## src/rtl/hhmm_pkg.sv

```systemverilog
// Shared types and constants for the HHMM frame loader: frame state
// encoding, default widths and the frame-length helper.
package hhmm_pkg;

    typedef enum logic [1:0] {
        ST_IDLE    = 2'd0,
        ST_RUN     = 2'd1,
        ST_REACHED = 2'd2
    } frame_state_t;

    localparam int DW_DEF = 8;
    localparam int IDX_W  = 8;
    localparam int FD_W   = 16;

    // A programmed duration of zero behaves as a one-cycle frame.
    function automatic logic [FD_W-1:0] frame_len(input logic [FD_W-1:0] d);
        return (d == '0) ? FD_W'(1) : d;
    endfunction

endpackage

```

## src/rtl/offload_capture.sv

```systemverilog
// Indexed offload capture: shadow register file with per-slot seen mask,
// committed into an active bank when the frame controller says so.
module offload_capture
    import hhmm_pkg::*;
#(
    parameter int NP = 11,
    parameter int DW = DW_DEF
) (
    input  logic               i_clk,
    input  logic               i_rst,
    input  logic [IDX_W-1:0]   i_index,
    input  logic [DW-1:0]      i_data,
    input  logic               i_commit,
    output logic               o_complete,
    output logic [NP*DW-1:0]   o_bank
);

    logic [NP-1:0][DW-1:0] r_shadow;
    logic [NP-1:0][DW-1:0] r_active;
    logic [NP-1:0]         r_seen;
    logic [NP-1:0]         w_hit;

    // Out-of-range indices simply match no slot.
    always_comb begin
        w_hit = '0;
        for (int k = 0; k < NP; k++) begin
            w_hit[k] = (i_index == IDX_W'(k));
        end
    end

    always_ff @(posedge i_clk or posedge i_rst) begin
        if (i_rst) begin
            r_shadow <= '0;
            r_active <= '0;
            r_seen   <= '0;
        end else begin
            for (int k = 0; k < NP; k++) begin
                if (w_hit[k]) r_shadow[k] <= i_data;
            end
            // A write on the commit edge survives the clear and counts toward the next frame.
            r_seen <= (i_commit ? '0 : r_seen) | w_hit;
            if (i_commit) r_active <= r_shadow;
        end
    end

    assign o_complete = &r_seen;
    assign o_bank     = r_active;

endmodule

```

## src/rtl/hhmm_frame_loader.sv

```systemverilog
// Frame timer and parameter loader: times each evaluation frame and commits
// the captured mutv/pbest shadow banks to the active banks at frame end.
module hhmm_frame_loader
    import hhmm_pkg::*;
#(
    parameter int NP = 11,
    parameter int DW = DW_DEF
) (
    input  logic               CLK,
    input  logic               RESET,
    input  logic               SOFT_RESET,
    input  logic [FD_W-1:0]    FRAME_DURATION,
    input  logic [IDX_W-1:0]   MUTV_INDEX,
    input  logic [DW-1:0]      MUTV_DATA,
    input  logic [IDX_W-1:0]   PBEST_INDEX,
    input  logic [DW-1:0]      PBEST_DATA,
    output logic [NP*DW-1:0]   MUTV_BANK,
    output logic [NP*DW-1:0]   PBEST_BANK,
    output logic               BANK_VALID,
    output logic [FD_W-1:0]    FRAME_COUNT,
    output logic               FRAME_REACHED,
    output logic               LOAD_MISS
);

    frame_state_t    r_state, w_next;
    logic [FD_W-1:0] r_count;
    logic            r_valid;
    logic            r_miss;
    logic            w_term;
    logic            w_commit;
    logic            w_miss;
    logic            w_mutv_cmp;
    logic            w_pbest_cmp;

    // Soft reset outranks the terminal edge, so it also suppresses commit and miss.
    assign w_term   = (r_state == ST_RUN) && !SOFT_RESET
                      && (r_count == frame_len(FRAME_DURATION) - FD_W'(1));
    assign w_commit = w_term && w_mutv_cmp && w_pbest_cmp;
    assign w_miss   = w_term && !(w_mutv_cmp && w_pbest_cmp);

    always_ff @(posedge CLK or posedge RESET) begin
        if (RESET) r_state <= ST_IDLE;
        else       r_state <= w_next;
    end

    always_comb begin
        w_next = r_state;
        case (r_state)
            ST_IDLE:    if (!SOFT_RESET) w_next = ST_RUN;
            ST_RUN:     if (SOFT_RESET)  w_next = ST_IDLE;
                        else if (w_term) w_next = ST_REACHED;
            ST_REACHED: if (SOFT_RESET)  w_next = ST_IDLE;
            default:    w_next = ST_IDLE;
        endcase
    end

    always_comb begin
        FRAME_REACHED = (r_state == ST_REACHED);
    end

    always_ff @(posedge CLK or posedge RESET) begin
        if (RESET) begin
            r_count <= '0;
            r_valid <= 1'b0;
            r_miss  <= 1'b0;
        end else begin
            if (SOFT_RESET || r_state == ST_IDLE) r_count <= '0;
            else if (r_state == ST_RUN)           r_count <= r_count + FD_W'(1);
            if (w_commit) r_valid <= 1'b1;
            r_miss <= w_miss;
        end
    end

    assign FRAME_COUNT = r_count;
    assign BANK_VALID  = r_valid;
    assign LOAD_MISS   = r_miss;

    offload_capture #(.NP(NP), .DW(DW)) u_mutv (
        .i_clk      (CLK),
        .i_rst      (RESET),
        .i_index    (MUTV_INDEX),
        .i_data     (MUTV_DATA),
        .i_commit   (w_commit),
        .o_complete (w_mutv_cmp),
        .o_bank     (MUTV_BANK)
    );

    offload_capture #(.NP(NP), .DW(DW)) u_pbest (
        .i_clk      (CLK),
        .i_rst      (RESET),
        .i_index    (PBEST_INDEX),
        .i_data     (PBEST_DATA),
        .i_commit   (w_commit),
        .o_complete (w_pbest_cmp),
        .o_bank     (PBEST_BANK)
    );

endmodule

```

## config.mk

```make
export PLATFORM = sky130hd
export DESIGN_NAME = hhmm_frame_loader
export DESIGN_NICKNAME = d
export VERILOG_FILES = /design/src/rtl/hhmm_pkg.sv /design/src/rtl/offload_capture.sv /design/src/rtl/hhmm_frame_loader.sv
export SDC_FILE = /design/constraint.sdc
export NUM_CORES = 1
export LEC_CHECK = 0
export BUFFER_PORTS_ARGS = -buffer_cell sky130_fd_sc_hd__buf_2
export CAP_MARGIN = 25
export CORE_MARGIN = 8
export CORE_UTILIZATION = 40
export DETAILED_ROUTE_END_ITERATION = 8
export GPL_TIMING_DRIVEN = 0
export RECOVER_POWER = 100
export SLEW_MARGIN = 10
export SYNTH_ARGS = -nofsm -noshare
export SYNTH_HDL_FRONTEND = slang
export SYNTH_HIERARCHICAL = 1
export SYNTH_SLANG_ARGS = --single-unit
```

## constraint.sdc

```tcl
create_clock -name CLK -period 6.7 [get_ports CLK]
set_input_delay 0.335 -clock CLK [delete_from_list [all_inputs] [get_ports CLK]]
set_output_delay 0.335 -clock CLK [all_outputs]
set_load 0.01 [all_outputs]
```

* Word level (Yosys, flattened, before mapping)
Index checks and enable logic that the tools add are counted.
** Word-level totals
- Register bits :: 394
- Logic and storage cells :: 107
- Output and inout port bits :: 195
- Bits of input ports :: 51
** Cells by class
- Reduce and logical (&&, ||, !) cells :: 17
- Mux-type cells :: 10
- Add/sub/neg operators :: 2
- Bitwise gates (word level) :: 2
- Equality and inequality tests :: 26
** Operators with widths (count)
- $eq A8 B3 Y1 const B :: 8
- $eq A8 B4 Y1 const B :: 6
- $mux W16 :: 3
- $eq A8 B2 Y1 const B :: 4
- $mux W11 :: 2
- $or A11 B11 Y11 :: 2
- $reduce_and A11 Y1 :: 2
- $add A16 B1 Y16 const B :: 1
- $eq A16 B16 Y1 :: 1
- $eq A8 B1 Y1 const B :: 2
- $logic_not A16 Y1 :: 1
- $logic_not A8 Y1 :: 2
- $sub A16 B1 Y16 const B :: 1
- $mux W2 :: 4
- $logic_and A1 B1 Y1 :: 6
- $pmux W2 S3 :: 1
- $ne A2 B2 Y1 const B :: 2
- $ne A3 B3 Y1 const B :: 1
- $reduce_and A3 Y1 :: 1
- $eq A2 B1 Y1 const B :: 1
- $eq A2 B2 Y1 const B :: 1
- $logic_not A1 Y1 :: 2
- $logic_not A2 Y1 :: 1
- $reduce_bool A2 Y1 :: 1
- $logic_or A1 B1 Y1 :: 1

* Longest topological paths before layout
Gate-level depths: netlist of the first run.
- Depth in word-level cells :: 9
- Mapped depth :: 15
- Mapped depth without buffers :: 12

* By module
Netlist of the first run, hierarchy kept.
** Modules (own cells, without submodules)
- offload_capture :: sequential area each 4679.5 µm², instances 2, area an instance 7136.8 µm², cells an instance 430
- hhmm_frame_loader :: sequential area each 500.5 µm², instances 1, area an instance 1570.3 µm², cells an instance 185

* Worst setup path before layout of the first run
Ideal clock, no wire load.
- Path kind :: input to register
- Start :: in FRAME_DURATION[4]
- End :: reg u_mutv.r_active (netlist bit u_mutv/o_bank[10])
- Stages :: 14
- Path buffers :: 3
- Library setup time :: 0.125 ns
- Required time :: 6.575 ns
- Arrival :: 3.488 ns
- Path slack :: 3.087 ns
- Cells stage by stage :: or3_1 -> and4b_2 -> a31oi_2 -> ha_1 -> nor3b_2 -> nand3_1 -> xnor2_1 -> and4_1 -> nand4_2 -> nor4b_2 -> buf_2 -> buf_2 -> buf_2 -> mux2_2
** Between the ends
- Longest elaborated chain between the ends :: 7
** Ends and longest elaborated chain
- start, declared :: line hhmm_frame_loader.sv:12 : input logic [FD_W-1:0] FRAME_DURATION,
- $logic_not A16 Y1 :: line hhmm_pkg.sv:17 : return (d == '0) ? FD_W'(1) : d;
- $mux W16 * :: line hhmm_pkg.sv:17
- $sub A16 B1 Y16 * :: line hhmm_frame_loader.sv:37 : && (r_count == frame_len(FRAME_DURATION) - FD_W'(1));
- $eq A16 B16 Y1 * :: line hhmm_frame_loader.sv:37
- $logic_and A1 B1 Y1 * :: line hhmm_frame_loader.sv:37
- $logic_and A1 B1 Y1 * (2 in a row) :: line hhmm_frame_loader.sv:38 : assign w_commit = w_term && w_mutv_cmp && w_pbest_cmp;
- net w_commit :: line hhmm_frame_loader.sv:30 : logic w_commit;
- end signal, assigned :: line offload_capture.sv:42 : if (i_commit) r_active <= r_shadow;
- end, declared :: line offload_capture.sv:19 : logic [NP-1:0][DW-1:0] r_active;
The timed path passes the listed nets; every way through them passes the cells marked *.
A chain may end at the register's enable or synchronous reset.

* Final worst setup path of the first run
- Start :: in FRAME_DURATION[4]
- End :: reg u_mutv.r_active (netlist bit u_mutv/o_bank[9])
The elaborated chain is that of the path after synthesis.

==> results of run 1 <==
==> power breakdown <==
group	switching, mW	total [mW]	internal, mW
logic	0.126	0.230	0.104
clock network	0.915	2.21	1.30
registers	0.0412	2.51	2.47
==> final cells by class <==
| type | instances | area share (%) |
|---|---|---|
| flip-flops and latches | 394 | 52.8 |
| multi-input cells | 572 | 28.7 |
| clock buffers | 63 | 6.54 |
| repair buffers | 257 | 6.19 |
| well taps | 525 | 3.52 |
| plain buffers | 49 | 1.06 |
| inverters | 30 | 0.617 |
| clock inverters | 7 | 0.510 |
==> path summary, 6_finish.rpt <==
path	from	end	slack [ns]
min	MUTV_DATA[1]	u_mutv/r_shadow[57]	0.06
max in group asynchronous	RESET	u_pbest/r_shadow[11]	2.97
max reg2reg	FRAME_COUNT[13]	u_mutv/o_bank[9]	2.93
min reg2reg	u_pbest/r_shadow[11]	u_pbest/o_bank[11]	0.49
max	FRAME_DURATION[4]	u_mutv/o_bank[9]	1.76
min in group asynchronous	RESET	BANK_VALID	0.54
==> state kept, by name, summed over array words and instances (netlist names), 2 cells and up <==
| name | count |
|---|---|
| FRAME_COUNT | 16 |
| r_state | 2 |
| u_mutv/o_bank | 88 |
| u_mutv/r_seen | 11 |
| u_mutv/r_shadow | 88 |
| u_pbest/o_bank | 88 |
| u_pbest/r_seen | 11 |
| u_pbest/r_shadow | 88 |
==> logic make-up after synthesis <==
group | share of synthesized area (%)
DFF | 62.2
and+or+nand+nor | 6.49
muxes | 25.3
buffers and inverters | 2.14
AOI/OAI and AO/OA | 2.43
xor gates and xnor gates | 1.26
adders and majority gates | 0.158
==> metal layers <==
metal  up-vias  part of all wire, %
li1       4305                    -
met1      4908                   44
met3        56                  6.7
met5         -                    0
met2       212                   47
met4         0                  2.0
==> worst max-delay path, stage by stage <==
cell	delay, ns
clkbuf_1	0.26
or3_1	0.20
and4b_1	0.27
a31oi_1	0.36
ha_1	0.25
nor3b_1	0.48
nand3_1	0.25
nor3_1	0.23
xnor2_1	0.16
nand4_1	0.28
nor4b_1	0.52
clkbuf_1	0.54
clkbuf_1	0.51
buf_2	0.37
mux2_2	0.37
==> cell usage in the layout, fill, tap and decap left out, types with 4 or more instances in the layout <==
cell type,netlist,final
xnor2_1,11,11
nand4_1,9,10
dfrtp_1,394,394
clkbuf_16,0,42
xor2_1,10,10
o31ai_1,5,5
nor3_1,10,10
clkbuf_1,31,251
buf_2,10,49
mux2_2,354,353
o21ai_0,38,38
nor2b_1,5,5
and2b_1,4,4
clkbuf_8,0,9
nor4_1,2,4
nand2_1,16,16
dlygate4sd3_1,0,14
nand4b_1,0,12
inv_1,30,28
nor2_1,22,22
a21oi_1,6,6
nand3_1,10,18
==> timing repair <==
| action | 4_1_cts | 5_1_grt |
|---|---|---|
| buffers inserted | 0 | 0 |
| hold endpoints to repair | 174 | 0 |
| hold buffers | 14 | 0 |
==> cells in the mapped netlist (2+ instances only) <==
master	n
nand3b_1	3
nand2_1	16
o21ai_0	38
nor2_1	22
nor2b_1	5
nand3_2	8
xor2_1	10
nor4_4	2
buf_8	2
a21oi_1	6
inv_1	30
o41ai_2	2
nand4b_4	12
mux2_2	354
nor4b_2	2
and4b_1	2
buf_1	4
nor3_1	10
clkbuf_1	31
nand2b_1	3
a21o_1	3
and2_1	2
o31ai_1	5
and4_1	2
or3_1	3
and3_1	3
mux2i_1	2
nand4_1	9
buf_4	2
nand3_1	10
ha_1	2
buf_2	10
dfrtp_1	394
and2b_1	4
nor4_1	2
xnor2_1	11
==> stage by stage <==
| step | area [um^2] | worst slack (ns) | power, mW | utilization [%] |
|---|---|---|---|---|
| detailed placement | 17800 | 2.16 | 2.80 | 45.1 |
| global route | 18700 | 1.25 | 5.16 | 47.3 |
| global placement | 17700 | -0.907 | 2.78 | 44.9 |
| floorplan | 15800 | 1.28 | 2.71 | - |
| CTS | 19200 | 2.75 | 5.05 | 48.7 |
| finish | 18700 | 1.76 | 4.95 | 47.3 |
==> results.ini, run 1 <==
[floorplanning]
die_area_mm2=0.0462
fp.dieH_um=215
core_region_area_mm2=0.0395
io_pins=246
start_util_pct=40.2
rows=73
die_x_um=215

[grt]
grt_pass1_wl_mm=59.4
top_usage_layer=met2
use_met3_pct=5.53
grt_use_total_pct=16.1
met1_usage_pct=20.8
grt_pass1_vias=10110
antenna_found_initial=0
grt_max_degree=109
met2_usage_pct=25.7
grt-ovfl-total=0

[detailed_routing]
vias=9481
drt_drc_violations_left=0
via_per_inst=5.00
wirelength_mm=37.6
drtIter0Drc=448
drt_pass1_iterations=4
antenna_left=0
wl_per_cell_um=19.8

[finish]
areaGrowthSynthToFinish_pct=17.8
regArea_mm2=0.00986
fill_cells=3660
layout.nets=1399
stdcell_count=1897
diodes=0
multiInputGateArea_mm2=0.00536
drive_above_1_share_pct=34.3

[clock_network]
cts_buffers=42
cts_sinks=394
root_buffer=clkbuf_16
clock_path_buffers=3
htree_levels=2
cts_tree=built
clk_pin_slew_ns=0.06
clkLatencyLatePin_ns=0.56
postCtsResizedCells=0

[yosys]
netlist_area_mm2=0.0158
synth_edf_count=0
synthesis.nets=1098
synth_top_area_share_pct=62.2
synth_cells=1045
ys_top_cells_by_area=dfrtp_1 62%, mux2_2 25%, nand4b_4 1.8%, o21ai_0 1.2%, clkbuf_1 0.73%
ys_warn_count=6
synth-seq-area-share_pct=62.2
ys_types=55
synth_async_sr_flop_share_pct=100
ys.flop_type=dfrtp_1
synth_area_leader_cell=dfrtp_1
ys_ff_latch=394
syn_area_per_cell_um2=15.2

[critical_path]
cp_max_fo=10
cp.required_ns=7.14
arrival_ns=5.38
crit_path_start_kind=input port
end_kind=flop
reg2regPathDepth=10
crit_type=in -> reg

[sta]
tightest_slew_ns=4.43
period_needed_ns=4.94
fin_crit_sh_pct=73.7
maxSlewHeadroom_pct=-197
setup_tns_ns=0
whs_ns=0.0582
max_clock_freq_ghz=0.202
skew_ns=0.0287
hold_violations=0
slew_viol_final=177
grt_setup_unrepaired=no
finalSetupViolations=0

[power]
cellLeakagePower_nw=9.14
power_density_mw_per_mm2=265
peakVddDrop_mv=0.251

[hold_path]
worstHoldPathType=in -> reg
hold_path_depth=2

[run]
maxCapViolCount=2

[placed_design]
port_buffers=241
place_inst=1813
place_hpwl_mm=25.7
place_congestion=0.828

[run_status]
violations=max-capacitance violations, max-slew violations
status=finished, violations left

No activity file was read; power rests on OpenSTA's default activity.
==> run 2: changes to the inputs <==
clock period = 4.3 ns   (was 6.7 ns; I/O delays follow)
==> results.ini, run 2 (same netlist as run 1, synthesis figures left out) <==
[power]
peakVddDrop_mv=0.256  ; was 0.251 mV
combPwrFrac_pct=4.7  ; was 4.6%
clockPowerShare_pct=44.7  ; was 44.6%
switching_share_pct=22.3  ; was 21.8%
power_density_mw_per_mm2=412  ; was 265 mW/mm^2
power.internal_mw=6.01  ; was 3.87 mW
cellLeakagePower_nw=9.20  ; was 9.14 nW
p_sw_mw=1.72  ; was 1.08 mW
pwr-share-seq_pct=50.6  ; was 50.7%

[hold_path]
hold_path_end=LOAD_MISS  ; was u_mutv/r_shadow[57]
hold_path_depth=5  ; was 2
min_from=FRAME_DURATION[0]  ; was MUTV_DATA[1]
worstHoldPathType=in -> reg  ; unchanged

[run_status]
status=finished, violations left  ; unchanged
violations=max-capacitance violations, max-slew violations  ; unchanged

[clock_network]
htree_levels=2  ; unchanged
root_buffer=clkbuf_16  ; unchanged
cts_sinks=394  ; unchanged
cts_tree=built  ; unchanged
postCtsResizedCells=0  ; unchanged
clk_pin_slew_ns=0.07  ; was 0.06 ns
cts_buffers=41  ; was 42
clock_path_buffers=3  ; unchanged
clkLatencyLatePin_ns=0.56  ; about the same

[critical_path]
rr_startpoint=FRAME_COUNT[11]  ; was FRAME_COUNT[13]
crit_type=in -> reg  ; unchanged
cp_max_fo=10  ; unchanged
end_kind=flop  ; unchanged
crit_path_start_kind=input port  ; unchanged
cpMaxStageDelayCell=and4b_1  ; was clkbuf_1
worst_r2r_endpoint=u_mutv/o_bank[9]  ; unchanged
max_stage_delay_ns=0.41  ; was 0.54 ns
path_cells=buf_2 -> or3_1 -> and4b_1 -> a31oi_2 -> ha_1 -> nor3b_2 -> mux2_2 -> mux2i_1 -> o21ai_0 -> nand4_1 -> nor4b_2 -> buf_2 -> buf_2 -> clkbuf_2 -> mux2_2  ; was clkbuf_1 -> or3_1 -> and4b_1 -> a31oi_1 -> ha_1 -> nor3b_1 -> nand3_1 -> nor3_1 -> xnor2_1 -> nand4_1 -> nor4b_1 -> clkbuf_1 -> clkbuf_1 -> buf_2 -> mux2_2
arrival_ns=4.29  ; was 5.38 ns
worst-r2r-setup-slack_ns=1.00  ; was 2.93 ns
crit_top_cell=buf_2  ; was clkbuf_1
cp.required_ns=4.73  ; was 7.14 ns
crit_family=simple AND/OR/NAND/NOR gates  ; unchanged
crit_path_start=FRAME_DURATION[4]  ; unchanged
worst-path-buf-inv=4  ; unchanged
reg2regPathDepth=9  ; was 10

[grt]
use_met3_pct=4.47  ; was 5.53%
grt_max_degree=40  ; was 109
grt_pass1_wl_mm=60.1  ; was 59.4 mm
antenna_found_initial=3  ; was 0
grt_pass1_vias=10178  ; was 10110
met1_usage_pct=21.4  ; was 20.8%
top_usage_layer=met2  ; unchanged
grt-ovfl-total=0  ; unchanged
met2_usage_pct=26.3  ; was 25.7%
grt_use_total_pct=16.4  ; was 16.1%

[sta]
grt_setup_unrepaired=no  ; unchanged
setup_tns_ns=0  ; unchanged
period_needed_ns=3.86
hold_violations=0  ; unchanged
tightest_slew_ns=2.12  ; was 4.43 ns
whs_ns=0.240  ; was 0.0582 ns
setup_ws_ns=0.438  ; was 1.76 ns
maxSlewHeadroom_pct=-41.0  ; was -197%
slew_viol_final=153  ; was 177
fin_crit_sh_pct=89.8
skew_ns=0.0188  ; was 0.0287 ns
max_clock_freq_ghz=0.259
finalSetupViolations=0  ; unchanged

[finish]
layout.nets=1410  ; was 1399
final_cell_area_mm2=0.0188  ; was 0.0187 mm^2
fill_cells=3662  ; was 3660
final_util_pct=47.5  ; was 47.3%
layout_common_cells=394 x dfrtp_1, 354 x mux2_2, 250 x clkbuf_1  ; was 394 x dfrtp_1, 353 x mux2_2, 251 x clkbuf_1
drive_above_1_share_pct=35.0  ; was 34.3%
final_common_cell=dfrtp_1  ; unchanged
areaGrowthSynthToFinish_pct=18.4  ; was 17.8%

[detailed_routing]
drtIter0Drc=362  ; was 448
via_per_inst=4.96  ; was 5.00
wirelength_mm=38.0  ; was 37.6 mm
drt_drc_violations_left=0  ; unchanged
wl_per_cell_um=19.9  ; was 19.8 um
vias=9482  ; was 9481
drt_pass1_iterations=4  ; unchanged
antenna_left=0  ; unchanged

[floorplanning]
rows=73  ; unchanged
core_region_area_mm2=0.0395  ; unchanged
die_x_um=215  ; unchanged
die_area_mm2=0.0462  ; unchanged
fp.dieH_um=215  ; unchanged
start_util_pct=40.2  ; unchanged
io_pins=246  ; unchanged

[run]
maxCapViolCount=4  ; was 2

[placed_design]
place_congestion=0.839  ; was 0.828
pre_cts_slack_ns=-0.184  ; was 2.16 ns
place_area_mm2=0.0179  ; was 0.0178 mm^2
port_buffers=241  ; unchanged
place_hpwl_mm=26.5  ; was 25.7 mm

run 2: changes by cell type in the layout (fill, tap and decap cells not counted), sizes merged:
cell	delta
clkinvlp	-1
dlymetal6s2s	+1
buf	+2
dlygate4sd3	+4
clkbuf	+1
diode	+1
inv	+1
clkinv	+4
run 2: power groups by stage:
stage / registers (mW) / clock network [mW] / logic, mW
final: 3.91 / 3.45 / 0.363
after detailed placement: 3.98 / 0 / 0.394
after global routing: 3.93 / 3.71 / 0.409
after global placement: 3.98 / 0 / 0.360
after CTS: 3.91 / 3.57 / 0.408
after floorplan: 3.96 / 0 / 0.259
run 2: cell type report:
class                   instances  area, um^2  share of cell area, %
flip-flops and latches        394        9860                   52.6
multi-input cells             572        5390                   28.8
repair buffers                269        1220                   6.52
clock buffers                  59        1190                   6.37
well taps                     525         657                   3.50
plain buffers                  49         201                   1.07
inverters                      30         115                  0.614
clock inverters                11         106                  0.567
diodes                          1        2.50                 0.0133
run 2: layer usage:
layer  vias up  wire (um)
li1       4329          -
met1      4879      16900
met2       199      17900
met3        71       2050
met4         4       1030
met5         -         25
run 2: tightest hold or removal path, cell delays in order:
cell	delay, ns
buf_2	0.11
a31oi_2	0.06
xnor2_2	0.13
nand4_2	0.18
nor4b_2	0.07
run 2: per-stage QoR:
stage	instances	total power, mW
after floorplan	1045	4.22
after global placement	1811	4.34
after detailed placement	1821	4.37
after CTS	1909	7.89
after global routing	1910	8.04
final	1910	7.73
run 2: worst max path at each step:
stage                         end  slack [ns]  cells past startpoint
3_5_place_dp   u_pbest/o_bank[14]       -0.18                     15
3_3_place_gp   u_pbest/o_bank[12]       -0.13                     15
2_1_floorplan   u_mutv/o_bank[10]        0.81                     14
5_1_grt        u_pbest/o_bank[14]        0.05                     15
6_report         u_mutv/o_bank[9]        0.44                     15
4_1_cts        u_pbest/o_bank[10]        0.41                     15
run 2: what timing repair did:
action                    4_1_cts  5_1_grt
hold endpoints to repair       80        0
setup buffers                   0        0
hold buffers                   18        0
